<file path="config.mk">
export PLATFORM = sky130hd
export DESIGN_NAME = disp_share_arb
export DESIGN_NICKNAME = d
export VERILOG_FILES = /design/src/rtl/disp_share_arb.sv
export SDC_FILE = /design/constraint.sdc
export NUM_CORES = 1
export LEC_CHECK = 0
export CAP_MARGIN = 10
export CORE_MARGIN = 8
export CORE_UTILIZATION = 30
export CTS_CLUSTER_DIAMETER = 150
export DETAILED_ROUTE_END_ITERATION = 16
export SYNTH_ARGS = -nofsm -noshare
export SYNTH_HDL_FRONTEND = slang
export SYNTH_SLANG_ARGS = --single-unit
</file>
<file path="constraint.sdc">
create_clock -name sys_clk -period 2 [get_ports sys_clk]
set_input_delay 0.2 -clock sys_clk [delete_from_list [all_inputs] [get_ports sys_clk]]
set_output_delay 0.2 -clock sys_clk [all_outputs]
set_load 0.05 [all_outputs]
</file>
<file path="src/rtl/disp_share_arb.sv">
// disp_share_arb: round-robin arbiter sharing one 6-digit hex display among
// three requesters; the winner's 24-bit value is latched for a minimum dwell.
// Latency: 1 cycle from req sample to ack/disp_data update (all outputs registered).
// Backpressure: requesters hold req until ack; requests arriving mid-dwell wait
// for the dwell to end; a req dropped before ack is simply withdrawn.
//
// Ports:
//   sys_clk, sys_rst     clock (rising edge), async active-high reset
//   req[2:0]             level request per channel
//   data0/1/2[23:0]      per-channel display value, sampled on grant
//   ack[2:0]             one-cycle one-hot grant pulse
//   disp_data[23:0]      value for the display scan driver
//   disp_owner[1:0]      channel currently or last shown
//   disp_valid           set once anything has been granted since reset
//   busy                 high while a dwell is in progress
//
// Optional build macro: DISP_OWNER_TAG_EN -- when defined, the leftmost digit
// is replaced by A/B/C to identify channel 0/1/2.

module disp_share_arb #(
  parameter int NREQ     = 3,
  parameter int HOLD_CYC = 50_000_000,
  parameter int CNT_W    = 26
) (
  input  logic            sys_clk,
  input  logic            sys_rst,
  input  logic [NREQ-1:0] req,
  input  logic [23:0]     data0,
  input  logic [23:0]     data1,
  input  logic [23:0]     data2,
  output logic [NREQ-1:0] ack,
  output logic [23:0]     disp_data,
  output logic [1:0]      disp_owner,
  output logic            disp_valid,
  output logic            busy
);

  typedef enum logic {IDLE, HOLD} state_t;

  localparam logic [CNT_W-1:0] HOLD_LAST = CNT_W'(HOLD_CYC - 1);

  state_t            state, state_nxt;
  logic [CNT_W-1:0]  cnt, cnt_nxt;
  logic [1:0]        last, last_nxt;
  logic [NREQ-1:0]   ack_nxt;
  logic [23:0]       disp_data_nxt;
  logic [1:0]        disp_owner_nxt;
  logic              disp_valid_nxt;
  logic              busy_nxt;

  // Arbitration signals
  logic              any_req;
  logic [1:0]        cand0, cand1, cand2;
  logic [1:0]        win;
  logic [23:0]       sel_data;
  logic [23:0]       grant_data;

  function automatic logic [1:0] next_idx(input logic [1:0] i);
    return (i == 2'd2) ? 2'd0 : i + 2'd1;
  endfunction

  // Search order starts just after the last winner and wraps, so the last
  // winner is considered only when nobody else is asking.
  always_comb begin
    any_req = |req;
    cand0   = next_idx(last);
    cand1   = next_idx(cand0);
    cand2   = last;
    if (req[cand0])      win = cand0;
    else if (req[cand1]) win = cand1;
    else                 win = cand2;
  end

  always_comb begin
    case (win)
      2'd0:    sel_data = data0;
      2'd1:    sel_data = data1;
      default: sel_data = data2;
    endcase
  end

`ifdef DISP_OWNER_TAG_EN
  // Leftmost digit becomes A/B/C so the viewer can tell who owns the display.
  assign grant_data = {4'hA + {2'b00, win}, sel_data[19:0]};
`else
  assign grant_data = sel_data;
`endif

  always_comb begin
    state_nxt      = state;
    cnt_nxt        = cnt;
    last_nxt       = last;
    ack_nxt        = '0;
    disp_data_nxt  = disp_data;
    disp_owner_nxt = disp_owner;
    disp_valid_nxt = disp_valid;
    busy_nxt       = busy;

    case (state)
      IDLE: begin
        if (any_req) begin
          state_nxt      = HOLD;
          cnt_nxt        = '0;
          last_nxt       = win;
          ack_nxt[win]   = 1'b1;
          disp_data_nxt  = grant_data;
          disp_owner_nxt = win;
          disp_valid_nxt = 1'b1;
          busy_nxt       = 1'b1;
        end
      end

      HOLD: begin
        if (cnt == HOLD_LAST) begin
          // Dwell complete: re-arbitrate on the same edge so a waiting
          // channel lands without an idle gap.
          if (any_req) begin
            state_nxt      = HOLD;
            cnt_nxt        = '0;
            last_nxt       = win;
            ack_nxt[win]   = 1'b1;
            disp_data_nxt  = grant_data;
            disp_owner_nxt = win;
            disp_valid_nxt = 1'b1;
            busy_nxt       = 1'b1;
          end else begin
            state_nxt = IDLE;
            cnt_nxt   = '0;
            busy_nxt  = 1'b0;
          end
        end else begin
          cnt_nxt = cnt + CNT_W'(1);
        end
      end

      default: begin
        state_nxt = IDLE;
        cnt_nxt   = '0;
        busy_nxt  = 1'b0;
      end
    endcase
  end

  always_ff @(posedge sys_clk or posedge sys_rst) begin
    if (sys_rst) begin
      state      <= IDLE;
      cnt        <= '0;
      last       <= 2'd2;  // channel 0 wins the first arbitration
      ack        <= '0;
      disp_data  <= 24'h000000;
      disp_owner <= 2'd0;
      disp_valid <= 1'b0;
      busy       <= 1'b0;
    end else begin
      state      <= state_nxt;
      cnt        <= cnt_nxt;
      last       <= last_nxt;
      ack        <= ack_nxt;
      disp_data  <= disp_data_nxt;
      disp_owner <= disp_owner_nxt;
      disp_valid <= disp_valid_nxt;
      busy       <= busy_nxt;
    end
  end

endmodule

</file>
# After elaboration in Yosys (flattened, before gate mapping)

Cells that the tools add are included.
Widths: inputs -> output; s select.

Add/sub/neg operators: 3
Magnitude comparators: 4
Equality and inequality tests: 6
Muxes and demuxes: 35
Bitwise logic cells: 1
Reduce and logical (&&, ||, !) cells: 4

Operators with widths:

| kind                  | number |
|---|---|
| $pmux 24 s2           | 2 |
| $mux 26               | 2 |
| $pmux 26 s2           | 1 |
| $mux 24               | 2 |
| $add 26x1->26 const B | 1 |
| $eq 26x26->1 const B  | 1 |
| $mux 2                | 8 |
| $lt 2x3->1 const B    | 3 |
| $mux 1                | 9 |
| $pmux 2 s2            | 2 |
| $mux 3                | 2 |
| $pmux 1 s2            | 3 |
| $pmux 3 s2            | 1 |
| $add 2x1->2 const B   | 2 |
| $bmux 1 s2            | 2 |
| $eq 2x2->1 const B    | 2 |
| $reduce_or 3->1       | 1 |
| $demux 1 s2           | 1 |
| $eq 2x1->1 const B    | 1 |
| $ge 2x1->1 const B    | 1 |
| $logic_not 2->1       | 1 |
| $ne 2x1->1 const B    | 1 |
| $ne 2x2->1 const B    | 1 |
| $reduce_and 2->1      | 1 |
| 2 further kinds       | 2 |

Flip-flop bits (word level): 60
Bits of input ports: 77
Output and inout bits: 31
Logic and storage cells: 61

# Depth between registers and ports, before layout

Gate-level depths: netlist (run 1).

Depth in word-level cells: 15
Mapped depth: 7
Gate-level depth less buffers: 6

# Least setup slack after synthesis (run 1)

Ideal clock, no wire load.

Path type: register to register
From: register cnt[0]
To: register disp_data[10]
Setup time: 0.125 ns
Arrival time: 1.963 ns
Slack: -0.088 ns
Stages on the path, launching flop included: 8
Path buffers: 1
Period minus slack after synthesis: 2.088 ns
Path through: dfrtp_1 ha_1 nand4_1 nor2_1 a31oi_4 nor2_4 buf_6 mux2_2

Longest elaborated chain between the ends: 2

RTL lines:

| item                        | line | source |
|---|---|---|
| from (decl)                 | 43   | `logic [CNT_W-1:0] cnt, cnt_nxt;` |
| from (signal assigned)      | 156  | `cnt <= cnt_nxt;` |
| $eq 26x26->1                | 114  | `if (cnt == HOLD_LAST) begin` |
| $ne 2x1->1 (no source line) | n/a  |  |
| to (signal assigned)        | 159  | `disp_data <= disp_data_nxt;` |
| to (decl)                   | 32   | `output logic [23:0] disp_data,` |

No other way between the ends.
A chain may end at the register's enable or synchronous reset.

# Worst setup path in the final report (run 1)

From: register cnt[12]
To: register disp_data[8]

The elaborated chain is that of the path after synthesis.

==> metrics.txt, run 1 <==
status=finished, violations left; failing checks=negative setup slack; CTS tree=yes; setup violators final=1; Tot Pwr=3.16 mW; Setup TNS Final=-0.00290 ns; first-pass GRT wire length=15800 µm; Via-to-Cell Ratio=4.94; critical path class=flop to flop; initial antenna violation count=0; Primary FF master, synth=dfrtp_1; Max Clk Rate=0.499 GHz; worst slack at placement=-0.0683 ns; RSZ-0062 raised after global routing=yes; Int Pwr=2.28 mW; clock skew=0.0108 ns; area of the multi-input gates=0.00172 mm²; Critical Path Start Type=flop; root buffer cell=clkbuf_8; count of boundary I/O pins=108; Synth top area share=0.440; number of flops mapped to enable cells by yosys=0; Cells after Synth=338; core area=0.0108 mm²; most common library cells after synthesis=dfrtp_1, a21oi_1, nor2_1, nand2_1; sequential share of power=0.404; dpl hpwl=7500 µm; final antenna-violating net count=0; Yosys cell types=44; slew at the pin closest to its max-slew limit=0.549 ns; FF+latch count, synth=59; Die Width=121 µm; crit-path max FO=24; row count=38; Starting Density=0.305; Final Critical Period=2.00 ns; FF-to-FF End=disp_data[8]$_DFFE_PP0P_; cell area power density=632 mW/mm²; routability cong.=0.803; peak supply drop=0.266 mV; ranking of synthesized cells by area=dfrtp_1, mux2_2, mux2i_1; Die Span Y=121 µm; area leader, netlist=dfrtp_1; Worst Path Required=2.23 ns; combinational power share=0.223; Setup crit start=cnt[12]$_DFFE_PP0P_; DRT Pass-1 Iters=4; H-tree levels=3; sw frac=0.279; Synth Net Count=416; remaining global-route overflow=0; GRT Overall Usage=0.137; flop-to-flop setup slack=-0.003 ns; # fillers=1002; layout cell share with drive strength beyond 1=0.205; Final Routed Wirelength=10100 µm; vias in the first global route=3166; net switching power=883 µW; syn_area_per_cell=9.75 µm²; Min-Delay Path Class=input pin to asynchronous set/reset pin; Num CTS Buffers=9; worst r2r src=cnt[12]$_DFFE_PP0P_; PortBufs=107; Residual DRC=0; Synth warnings=0; Final Hold Fails=0; max_cap viols=0; CP peak stage delay=0.43 ns; largest net degree at the start of global routing=37; FF-to-FF path depth=7; via count=3046; post-DR wirelength/cell=16.3 µm; Leakage=2.10 nW; Layout Nets=550; post-route clock period utilization=1.00; Slew Limit Fails=0; setup ws final=-0.00290 ns; Arr. time, crit path=2.23 ns; Finished Core Util=0.463; area grow syn2layout=51.7%; clock insertion delay at the later pin of the skew report=0.35 ns; deepest clock path buffer count=2; post-synthesis cell area=0.00330 mm²; Slowest cell on crit path=dfrtp_1; Worst slew margin=0.633; sequential area share after synthesis=0.448; ys async rst share=1.00; crit path capture=disp_data[8]$_DFFE_PP0P_; most numerous cell in the Yosys netlist=dfrtp_1; cell chain of the critical path=nand2_1 > nor4b_2 > buf_4 > a31oi_4 > nor2_4 > buf_12 > mux2_2; DR iter-0 viols=129; die area=0.0146 mm²; Worst Setup End Kind=flop; Clk pwr share=0.373; diode count=0; clock-pin slew on the worst setup and hold paths=0.07 ns; Clock Sink Count=59; Reg area=0.00148 mm²
sequential cells by signal, summed over array words and instances, names as in the netlist:
name / count
busy: 1
state: 1
disp_valid: 1
ack: 3
disp_owner: 1
cand2: 2
disp_data: 24
cnt: 26
power groups by stage:
stage	combinational (mW)	sequential, mW	clock, mW
3_5_place_dp	0.713	1.30	0
6_report	0.706	1.28	1.18
3_3_place_gp	0.708	1.30	0
5_1_grt	0.748	1.28	1.27
4_1_cts	0.715	1.28	1.21
2_1_floorplan	0.191	1.48	0
cell families after synthesis:
| group | synth area share |
|---|---|
| and+or+nand+nor | 0.183 |
| AOI/OAI and AO/OA | 0.162 |
| DFF | 0.448 |
| muxes | 0.155 |
| buffers and inverters | 0.0474 |
| adders and majority gates | 0.00379 |
per-stage QoR:
stage / instance area, µm² / instances / hold WS, ns
after floorplan: 3310 / 338 / 0.403
after global placement: 4740 / 598 / 0.463
after detailed placement: 4740 / 598 / 0.467
after CTS: 4950 / 614 / 0.173
after global routing: 5000 / 617 / 0.232
final: 5000 / 617 / 0.170
final cells by class:
type	instances	area share
Tap cell	140	0.0350
Clock buffer	10	0.0255
Multi-Input combinational cell	254	0.345
Inverter	4	0.00300
Sequential cell	59	0.296
Timing Repair Buffer	144	0.279
Clock inverter	6	0.0160
metal layers:
metal  vias to the layer above  wire [µm]  track usage
met4                         0        243       0.0749
met3                        15        504       0.0340
met1                      1431       4070        0.150
met2                        81       5230        0.238
li1                       1519          -            -
met5                         -          0            0
critical path, delay by kind of cell, from the launching register on:
family	cells	cell delay, ns
AND/OR/NAND/NOR	3	0.59
multiplexers	1	0.35
flip-flops	1	0.43
buffers and inverters	2	0.38
AO/OA/AOI/OAI	1	0.13
cell usage in the layout (no fill, tap or decap), types with 2 or more instances in the layout:
| cell | instances |
|---|---|
| clkdlybuf4s50_1 | 106 |
| dfrtp_1 | 54 |
| buf_4 | 34 |
| a21oi_1 | 33 |
| nor2_1 | 32 |
| nand2_1 | 26 |
| mux2i_1 | 24 |
| mux2_2 | 24 |
| a31oi_1 | 17 |
| nand3_1 | 16 |
| o21ai_0 | 13 |
| clkbuf_8 | 9 |
| nor3_1 | 7 |
| and3_1 | 6 |
| a41oi_1 | 5 |
| nand2b_1 | 5 |
| or3_1 | 5 |
| a21o_1 | 5 |
| nand4_1 | 4 |
| clkinv_2 | 4 |
| dfrtp_2 | 4 |
| buf_12 | 4 |
| inv_1 | 3 |
| nor2b_1 | 3 |
| o21a_1 | 3 |
| nor4_1 | 2 |
| a22o_1 | 2 |
| bufinv_16 | 2 |
worst min-delay path by stage:
stage	start	endpoint	slack, ns	depth (start not counted)
6_report	sys_rst	disp_data[7]$_DFFE_PP0P_	0.17	2
5_1_grt	sys_rst	disp_data[0]$_DFFE_PP0P_	0.23	2
4_1_cts	sys_rst	disp_data[7]$_DFFE_PP0P_	0.17	2
3_5_place_dp	disp_valid$_DFFE_PP0P_	disp_valid$_DFFE_PP0P_	0.47	1
3_3_place_gp	disp_valid$_DFFE_PP0P_	disp_valid$_DFFE_PP0P_	0.46	1
2_1_floorplan	req[2]	state$_DFF_PP0_	0.40	2
timing repair:
action,4_1_cts,5_1_grt
resized for setup,2,8
buffers inserted,0,3
endpoints found under the setup margin,20,38
pin swaps,0,3
hold buffers,0,0
No activity file was read; power rests on OpenSTA's default activity.
==> inputs of run 2 (changes only) <==
--- a/config.mk
+++ b/config.mk
@@ -8,7 +8,7 @@
 export CAP_MARGIN = 10
 export CORE_MARGIN = 8
 export CORE_UTILIZATION = 30
-export CTS_CLUSTER_DIAMETER = 150
+export CTS_CLUSTER_DIAMETER = 40
 export DETAILED_ROUTE_END_ITERATION = 16
 export SYNTH_ARGS = -nofsm -noshare
 export SYNTH_HDL_FRONTEND = slang
==> results of run 2 <==
Same layout as run 1: the final DEF is identical, and so are final timing and power.
